`src/rtl/aes_pkg.sv`:
```
// Shared widths and state type for the AES input loader.
// Contents: block/word widths, word count per block, fill-counter width,
// and the LOAD/RUN state encoding.
package aes_pkg;

    localparam int unsigned AES_BLK_W  = 128;
    localparam int unsigned AES_WORD_W = 32;
    localparam int unsigned AES_WORDS  = AES_BLK_W / AES_WORD_W;
    localparam int unsigned AES_CNT_W  = $clog2(AES_WORDS + 1);

    typedef enum logic {
        LOAD = 1'b0,
        RUN  = 1'b1
    } aes_ld_state_t;

endpackage

```
`src/rtl/aes_word_shift128.sv`:
```
// Four-word MSB-first shift register with a 0..4 fill counter.
// Ports:
//   clk, rst      - rising-edge clock, synchronous active-high reset
//   shift         - shift word into the low end, advance the counter
//   restart       - with shift: counter restarts at 1 (fresh load)
//   clr           - counter back to 0, contents kept
//   word          - incoming 32-bit word
//   blk           - assembled 128-bit block (first word ends in [127:96])
//   full          - counter is 4
//   full_nxt_c    - counter will be 4 after this edge, ignoring clr
module aes_word_shift128
    import aes_pkg::*;
(
    input  logic                  clk,
    input  logic                  rst,
    input  logic                  shift,
    input  logic                  restart,
    input  logic                  clr,
    input  logic [AES_WORD_W-1:0] word,
    output logic [AES_BLK_W-1:0]  blk,
    output logic                  full,
    output logic                  full_nxt_c
);

    logic [AES_BLK_W-1:0] blk_q, blk_d;
    logic [AES_CNT_W-1:0] cnt_q, cnt_d;
    logic [AES_CNT_W-1:0] cnt_adv;

    // Fill count after this edge's shift, before any clear.
    always_comb begin
        cnt_adv = cnt_q;
        if (shift) begin
            cnt_adv = restart ? AES_CNT_W'(1) : cnt_q + AES_CNT_W'(1);
        end
    end

    assign full_nxt_c = (cnt_adv == AES_CNT_W'(AES_WORDS));

    // Kept apart from cnt_adv so clr (which depends on full_nxt_c) forms no loop.
    always_comb begin
        blk_d = blk_q;
        cnt_d = clr ? '0 : cnt_adv;
        if (shift) begin
            blk_d = {blk_q[AES_BLK_W-AES_WORD_W-1:0], word};
        end
    end

    always_ff @(posedge clk) begin
        if (rst) begin
            blk_q <= '0;
            cnt_q <= '0;
        end else begin
            blk_q <= blk_d;
            cnt_q <= cnt_d;
        end
    end

    assign blk  = blk_q;
    assign full = (cnt_q == AES_CNT_W'(AES_WORDS));

endmodule

```
`src/rtl/aes_in_loader.sv`:
```
// Feeds AES_top: assembles plaintext and key words into 128-bit buses, then
// holds AES_en until the core signals completion or TIMEOUT cycles elapse.
// The key survives across blocks until reset or a key reload.
// Ports:
//   AES_clk, AES_rst      - clock, synchronous active-high reset
//   s_word/s_valid/s_ready/s_is_key - 32-bit input word stream
//   AES_en, AES_data_in, AES_key_in  - registered core inputs
//   AES_data_out_valid    - completion strobe from the core
//   busy                  - high while running
//   timeout               - one-cycle pulse when a run is abandoned
module aes_in_loader
    import aes_pkg::*;
#(
    parameter int unsigned TIMEOUT = 64
) (
    input  logic                  AES_clk,
    input  logic                  AES_rst,
    input  logic [AES_WORD_W-1:0] s_word,
    input  logic                  s_valid,
    input  logic                  s_is_key,
    output logic                  s_ready,
    output logic                  AES_en,
    output logic [AES_BLK_W-1:0]  AES_data_in,
    output logic [AES_BLK_W-1:0]  AES_key_in,
    input  logic                  AES_data_out_valid,
    output logic                  busy,
    output logic                  timeout
);

    localparam int unsigned      TCNT_W    = (TIMEOUT > 1) ? $clog2(TIMEOUT) : 1;
    localparam logic [TCNT_W-1:0] TCNT_LAST = TCNT_W'(TIMEOUT - 1);

    aes_ld_state_t     state_q, state_d;
    logic              en_q, en_d;
    logic              to_q, to_d;
    logic [TCNT_W-1:0] tcnt_q, tcnt_d;

    logic accept;
    logic d_shift, k_shift;
    logic d_full, d_full_nxt;
    logic k_full, k_full_nxt;
    logic d_clr;
    logic go_run;

    // Data words stall once data is full and the key is incomplete; key words never stall in LOAD.
    assign s_ready = !AES_rst && (state_q == LOAD) && (!(d_full && !k_full) || s_is_key);

    assign accept  = s_valid && s_ready;
    assign d_shift = accept && !s_is_key;
    assign k_shift = accept && s_is_key;
    assign go_run  = (state_q == LOAD) && d_full_nxt && k_full_nxt;

    aes_word_shift128 u_data (
        .clk        (AES_clk),
        .rst        (AES_rst),
        .shift      (d_shift),
        .restart    (1'b0),
        .clr        (d_clr),
        .word       (s_word),
        .blk        (AES_data_in),
        .full       (d_full),
        .full_nxt_c (d_full_nxt)
    );

    // A key word arriving while the key is complete starts a reload.
    aes_word_shift128 u_key (
        .clk        (AES_clk),
        .rst        (AES_rst),
        .shift      (k_shift),
        .restart    (k_full),
        .clr        (1'b0),
        .word       (s_word),
        .blk        (AES_key_in),
        .full       (k_full),
        .full_nxt_c (k_full_nxt)
    );

    // Next-state and output logic.
    always_comb begin
        state_d = state_q;
        en_d    = en_q;
        to_d    = 1'b0;
        tcnt_d  = tcnt_q;
        d_clr   = 1'b0;
        if (state_q == LOAD) begin
            if (go_run) begin
                state_d = RUN;
                en_d    = 1'b1;
                tcnt_d  = '0;
                d_clr   = 1'b1;
            end
        end else begin
            tcnt_d = tcnt_q + TCNT_W'(1);
            // Completion wins over a coincident timeout.
            if (AES_data_out_valid) begin
                state_d = LOAD;
                en_d    = 1'b0;
            end else if (tcnt_q == TCNT_LAST) begin
                state_d = LOAD;
                en_d    = 1'b0;
                to_d    = 1'b1;
            end
        end
    end

    always_ff @(posedge AES_clk) begin
        if (AES_rst) begin
            state_q <= LOAD;
            en_q    <= 1'b0;
            to_q    <= 1'b0;
            tcnt_q  <= '0;
        end else begin
            state_q <= state_d;
            en_q    <= en_d;
            to_q    <= to_d;
            tcnt_q  <= tcnt_d;
        end
    end

    assign AES_en  = en_q;
    assign timeout = to_q;
    assign busy    = (state_q == RUN);

endmodule
```
`config.mk`:
```
export PLATFORM = sky130hd
export DESIGN_NAME = aes_in_loader
export DESIGN_NICKNAME = d
export VERILOG_FILES = /design/src/rtl/aes_pkg.sv /design/src/rtl/aes_word_shift128.sv /design/src/rtl/aes_in_loader.sv
export SDC_FILE = /design/constraint.sdc
export NUM_CORES = 1
export LEC_CHECK = 0
export CAP_MARGIN = 5
export CORE_MARGIN = 2
export CORE_UTILIZATION = 42
export DETAILED_ROUTE_END_ITERATION = 12
export PLACE_DENSITY = 0.79
export SLEW_MARGIN = 0
export SYNTH_ARGS = -nofsm -noshare
export SYNTH_HDL_FRONTEND = slang
export SYNTH_SLANG_ARGS = --single-unit
```
`constraint.sdc`:
```
create_clock -name AES_clk -period 2 [get_ports AES_clk]
set_input_delay 0.2 -clock AES_clk [delete_from_list [all_inputs] [get_ports AES_clk]]
set_output_delay 0.2 -clock AES_clk [all_outputs]
set_load 0.1 [all_outputs]
```
==> flow_results.org <==
** Clocking
- In this run the number of H-tree levels came out at 1.
- The later pin in the worst-skew pair is clocked with a latency of 0.53 ns.
- Number of clock buffers inserted by TritonCTS :: 28
- The root buffer cell chosen for the clock tree is sky130_fd_sc_hd__clkbuf_16.
- Clock-pin slew on the worst setup and hold paths :: approximately 0.060 ns
- The longest clock path from root to sink contains 3 buffers.
- The tree built by TritonCTS fans out to 271 sinks.
- TritonCTS built the clock tree.
- Hold buffer count at cts :: 0

** Final layout
- In the final layout, the share of cells above drive strength 1 is 23.99%.
- Cells fill ~60% of the core in the end.
- Post-route cell area :: ~0.013 mm2
- Diode insertion count for antenna repair :: 0
- Relative to the synthesized area, the layout overhead comes to 39.53%.
- Final net count :: 1515

** Critical path
- Biggest cell delay along the critical path :: 0.53 ns
- Critical Path Sink Type :: flop
- Critical path class :: reg2reg
- At the worst endpoint, the arrival time is 2.49 ns.
- Reg-to-Reg End :: tcnt_q[3]$_SDFFE_PP0P_
- In this run the worst setup path begins at busy$_SDFF_PP0_.
- Count of buffering cells on the critical path with inverters included :: 0
- Across all register-to-register paths, the minimum setup slack is -0.07 ns.
- The signal on the critical path passes through nor4bb_4 -> nand3_2 -> o21ai_2 -> or4b_4 -> a32o_1.
- Cell family with most CP delay :: simple AND/OR/NAND/NOR gates
- In this run the worst path has a maximum fanout of 5.
- Counting cells, the worst reg-to-reg path comes to 5.
- The slowest stage of the critical path belongs to the cell sky130_fd_sc_hd__or4b_4.
- CP Capture Point :: tcnt_q[3]$_SDFFE_PP0P_
- In this run the number of cells on the critical path is 5.
- FF-to-FF Start :: busy$_SDFF_PP0_
- The worst setup path is launched from a flop.
- Data required time at the worst endpoint :: 2.42 ns

** Floorplanning
- After floorplanning, the core was sized to cover about 0.022 mm2.
- Die ar. :: 0.02374 mm2
- The initial utilization of the core area, before any placement, comes to 43.08%.
- Die X-Extent :: 154.1 um
- Count of boundary I/O pins :: 297
- The floorplan step set the die height to about 150 um.
- After floorplanning, the core was divided into 54 placement rows.

** Worst hold path
- The startpoint identified for the worst hold timing path is AES_rst.
- The path class of the tightest hold or removal check is in2reg.

** Synthesis
- Syn Std Cell Area :: 0.009460 mm2
- Total of warnings raised by yosys :: 0
- Area leader, netlist :: sky130_fd_sc_hd__dfxtp_1
- Synth top area share :: 57.35%
- Leading post-synthesis cells by instance count :: sky130_fd_sc_hd__nand2_1 (521), sky130_fd_sc_hd__dfxtp_1 (271), sky130_fd_sc_hd__a21oi_1 (260), sky130_fd_sc_hd__clkbuf_1 (86), sky130_fd_sc_hd__nor2_1 (8)
- Counting flops with an async set or reset pin after synthesis yields a share of 0%.
- Nets in the synthesized netlist :: 1242
- Synthesis produced a netlist whose cell count is 1200.
- Area contributors post-synth :: sky130_fd_sc_hd__dfxtp_1 (57%), sky130_fd_sc_hd__nand2_1 (21%), sky130_fd_sc_hd__a21oi_1 (14%)
- Cell variety after synth :: 33
- Post-synthesis area per instance :: 7.884 um2
- Top flip-flop cell by instance count after synthesis :: sky130_fd_sc_hd__dfxtp_1
- Counting flops with a built-in enable in the synthesized netlist gives 0.
- Post-synthesis sequential area ratio :: about 57%
- Count of state elements after synthesis :: 271
- By instance count, the leading cell after synthesis is sky130_fd_sc_hd__nand2_1.

** Status
- The run finished, with violations left.
- The final reports fail on setup timing.

** Routing
- Total Routed Length :: 27.70 mm
- For this block, the via count after detailed routing is about 9000.
- Number of remaining DRC errors :: 0
- In the final routed layout, each cell accounts on average for 15.63 um.
- The first detailed-routing pass took 5 iterations.
- Starting DRT DRC Count :: between 500 and 600
- Detail-routed via count per cell :: 5.081
- Number of nets with antenna violations after routing :: 0

** GRT
- Entering global routing, the biggest net connects 104 pins.
- After global routing the overflow that remains totals 0.
- The number of global-route vias before repair is a little over 8000.
- Global-route usage over all layers :: 21.67%
- The first global-routing pass estimated between 40 and 50 mm of wire.
- The number of antenna violations at the first check in global routing was 0.

** STA
- Static timing analysis puts the maximum clock frequency at 484.1 MHz.
- Post-route clock skew :: 0.01712 ns
- The final critical path takes up 103.3% of the cycle.
- Unrepaired setup endpoints after global routing :: true
- Final worst path period need :: 2.066 ns
- Total of endpoints with negative setup slack in the final report :: 6
- Headroom to the max-slew limit came out at 29.34%.
- Once routing completed, OpenROAD measured the worst setup slack at -0.06560 ns.
- Final hold violation count :: 0
- Final Max Tran Viols :: 0
- Tightest Pin Transition :: 1.060 ns

** Place
- In this run the tool buffered the top-level ports with 296 buffer cells.
- Cell Area, Placed :: 0.01213 mm2
- Estimated wirelength of the detail-placed design :: ~18 mm
- Final Wtd Congestion :: 0.8029

** Power and ir drop
- Across the VDD grid, the largest voltage drop is around 610 uV.
- In this run the static leakage power is around 5.1 nW.
- For this design the ratio of total power to cell area is 861.3 mW/mm2.

** Run
- Max-Cap Viols :: 0
cell type report:
class	instances	area (um2)
fillers	1958	8758
flip-flops and latches	271	5433
multi-input cells	838	3779
repair buffers	330	2751
clock buffers	42	834.6
well taps	280	350.3
clock inverters	7	37.54
inverters	4	15.01
power breakdown:
group	switching [W]	internal [W]	total (W)	leakage (nW)
clock network	0.00205	0.00286	0.00491	0.432
logic	0.000712	0.000241	0.000953	2.52
registers	0.0000521	0.00545	0.00551	2.19
total	0.00282	0.00855	0.0114	5.15
tightest hold or removal path: cells and delay by family:
kind	cells	cell delay (ns)
compound gates	1	0.06
simple gates	3	0.21
buf+inv	2	0.23
how the worst min path moves through the flow:
stage / end / depth (start not counted) / slack (ns)
final: u_key.cnt_q[0]$_SDFF_PP0_ / 6 / 0.20
after global routing: u_key.cnt_q[0]$_SDFF_PP0_ / 6 / 0.20
after CTS: u_key.cnt_q[0]$_SDFF_PP0_ / 5 / 0.15
after detailed placement: u_key.blk[122]$_SDFFE_PP0N_ / 2 / 0.45
after global placement: u_data.blk[123]$_SDFFE_PP0N_ / 2 / 0.44
after floorplan: timeout$_SDFF_PP0_ / 1 / 0.28
timing repair:
item | 4_1_cts | 5_1_grt
setup buffers | 1 | 3
pin swaps | 3 | 11
gates cloned | 2 | 1
endpoints found under the setup margin | 149 | 102
resized for setup | 18 | 11
metrics by stage:
stage / total power (W) / TNS (ns) / worst slack [ns] / cells / hold WS (ns)
final: 0.01137 / -0.2100 / -0.06560 / 1772 / 0.2047
after global routing: 0.01178 / -2.653 / -0.09438 / 1772 / 0.2043
after CTS: 0.01146 / -1.216 / -0.06020 / 1768 / 0.1456
after detailed placement: 0.006540 / -97.98 / -0.6319 / 1716 / 0.4478
after global placement: 0.006537 / -87.91 / -0.5763 / 1716 / 0.4431
after floorplan: 0.006248 / -1.312 / -0.2005 / 1200 / 0.2761
cells in the final DEF, fill, tap and decap left out, types with 2 or more instances in the layout:
cell type / netlist / final
sky130_fd_sc_hd__nand2_1: 521 / 518
sky130_fd_sc_hd__nor3b_1: 2 / 2
sky130_fd_sc_hd__or4b_4: 0 / 2
sky130_fd_sc_hd__clkinv_2: 0 / 6
sky130_fd_sc_hd__ha_1: 5 / 4
sky130_fd_sc_hd__and3_1: 2 / 2
sky130_fd_sc_hd__xnor2_1: 2 / 2
sky130_fd_sc_hd__o21ai_0: 5 / 4
sky130_fd_sc_hd__dfxtp_2: 0 / 3
sky130_fd_sc_hd__buf_12: 0 / 6
sky130_fd_sc_hd__dfxtp_1: 271 / 267
sky130_fd_sc_hd__clkbuf_1: 86 / 7
sky130_fd_sc_hd__buf_6: 0 / 6
sky130_fd_sc_hd__clkbuf_16: 0 / 30
sky130_fd_sc_hd__clkbuf_8: 0 / 7
sky130_fd_sc_hd__nand3_1: 5 / 3
sky130_fd_sc_hd__buf_16: 0 / 2
sky130_fd_sc_hd__buf_4: 0 / 278
sky130_fd_sc_hd__a32o_1: 3 / 3
sky130_fd_sc_hd__nand2_4: 0 / 2
sky130_fd_sc_hd__nand2b_1: 3 / 3
sky130_fd_sc_hd__clkdlybuf4s50_1: 0 / 35
sky130_fd_sc_hd__inv_1: 4 / 4
sky130_fd_sc_hd__nor2b_1: 2 / 2
sky130_fd_sc_hd__nor2_1: 8 / 7
sky130_fd_sc_hd__a31o_1: 3 / 3
sky130_fd_sc_hd__a21oi_1: 260 / 259
sequential cells by signal, summed over array words and instances, names as in the netlist:
signal,cells
AES_en,1
busy,1
tcnt_q,6
timeout,1
u_data.blk,128
u_data.cnt_q,3
u_key.blk,128
u_key.cnt_q,3
kinds of logic (layout without fill, tap and decap cells):
logic type	count (synthesis)	in the layout	synth area share (%)
flip-flops	271	271	57.35
buffers and inverters	92	383	3.677
AND/OR/NAND/NOR	550	551	22.64
multiplexers	1	1	0.1058
XOR/XNOR	3	3	0.2778
adder cells (fa/ha/maj)	5	5	0.6613
AO/OA/AOI/OAI	278	278	15.29
metal layers:
layer	up-vias	global-route usage [%]	part of all wire (%)
li1	4430	-	-
met1	4220	26.32	40
met2	304	37.97	49
met3	50	5.411	8.1
met4	0	6.409	2.6
met5	-	0	0
No activity file was read; power rests on OpenSTA's default activity.
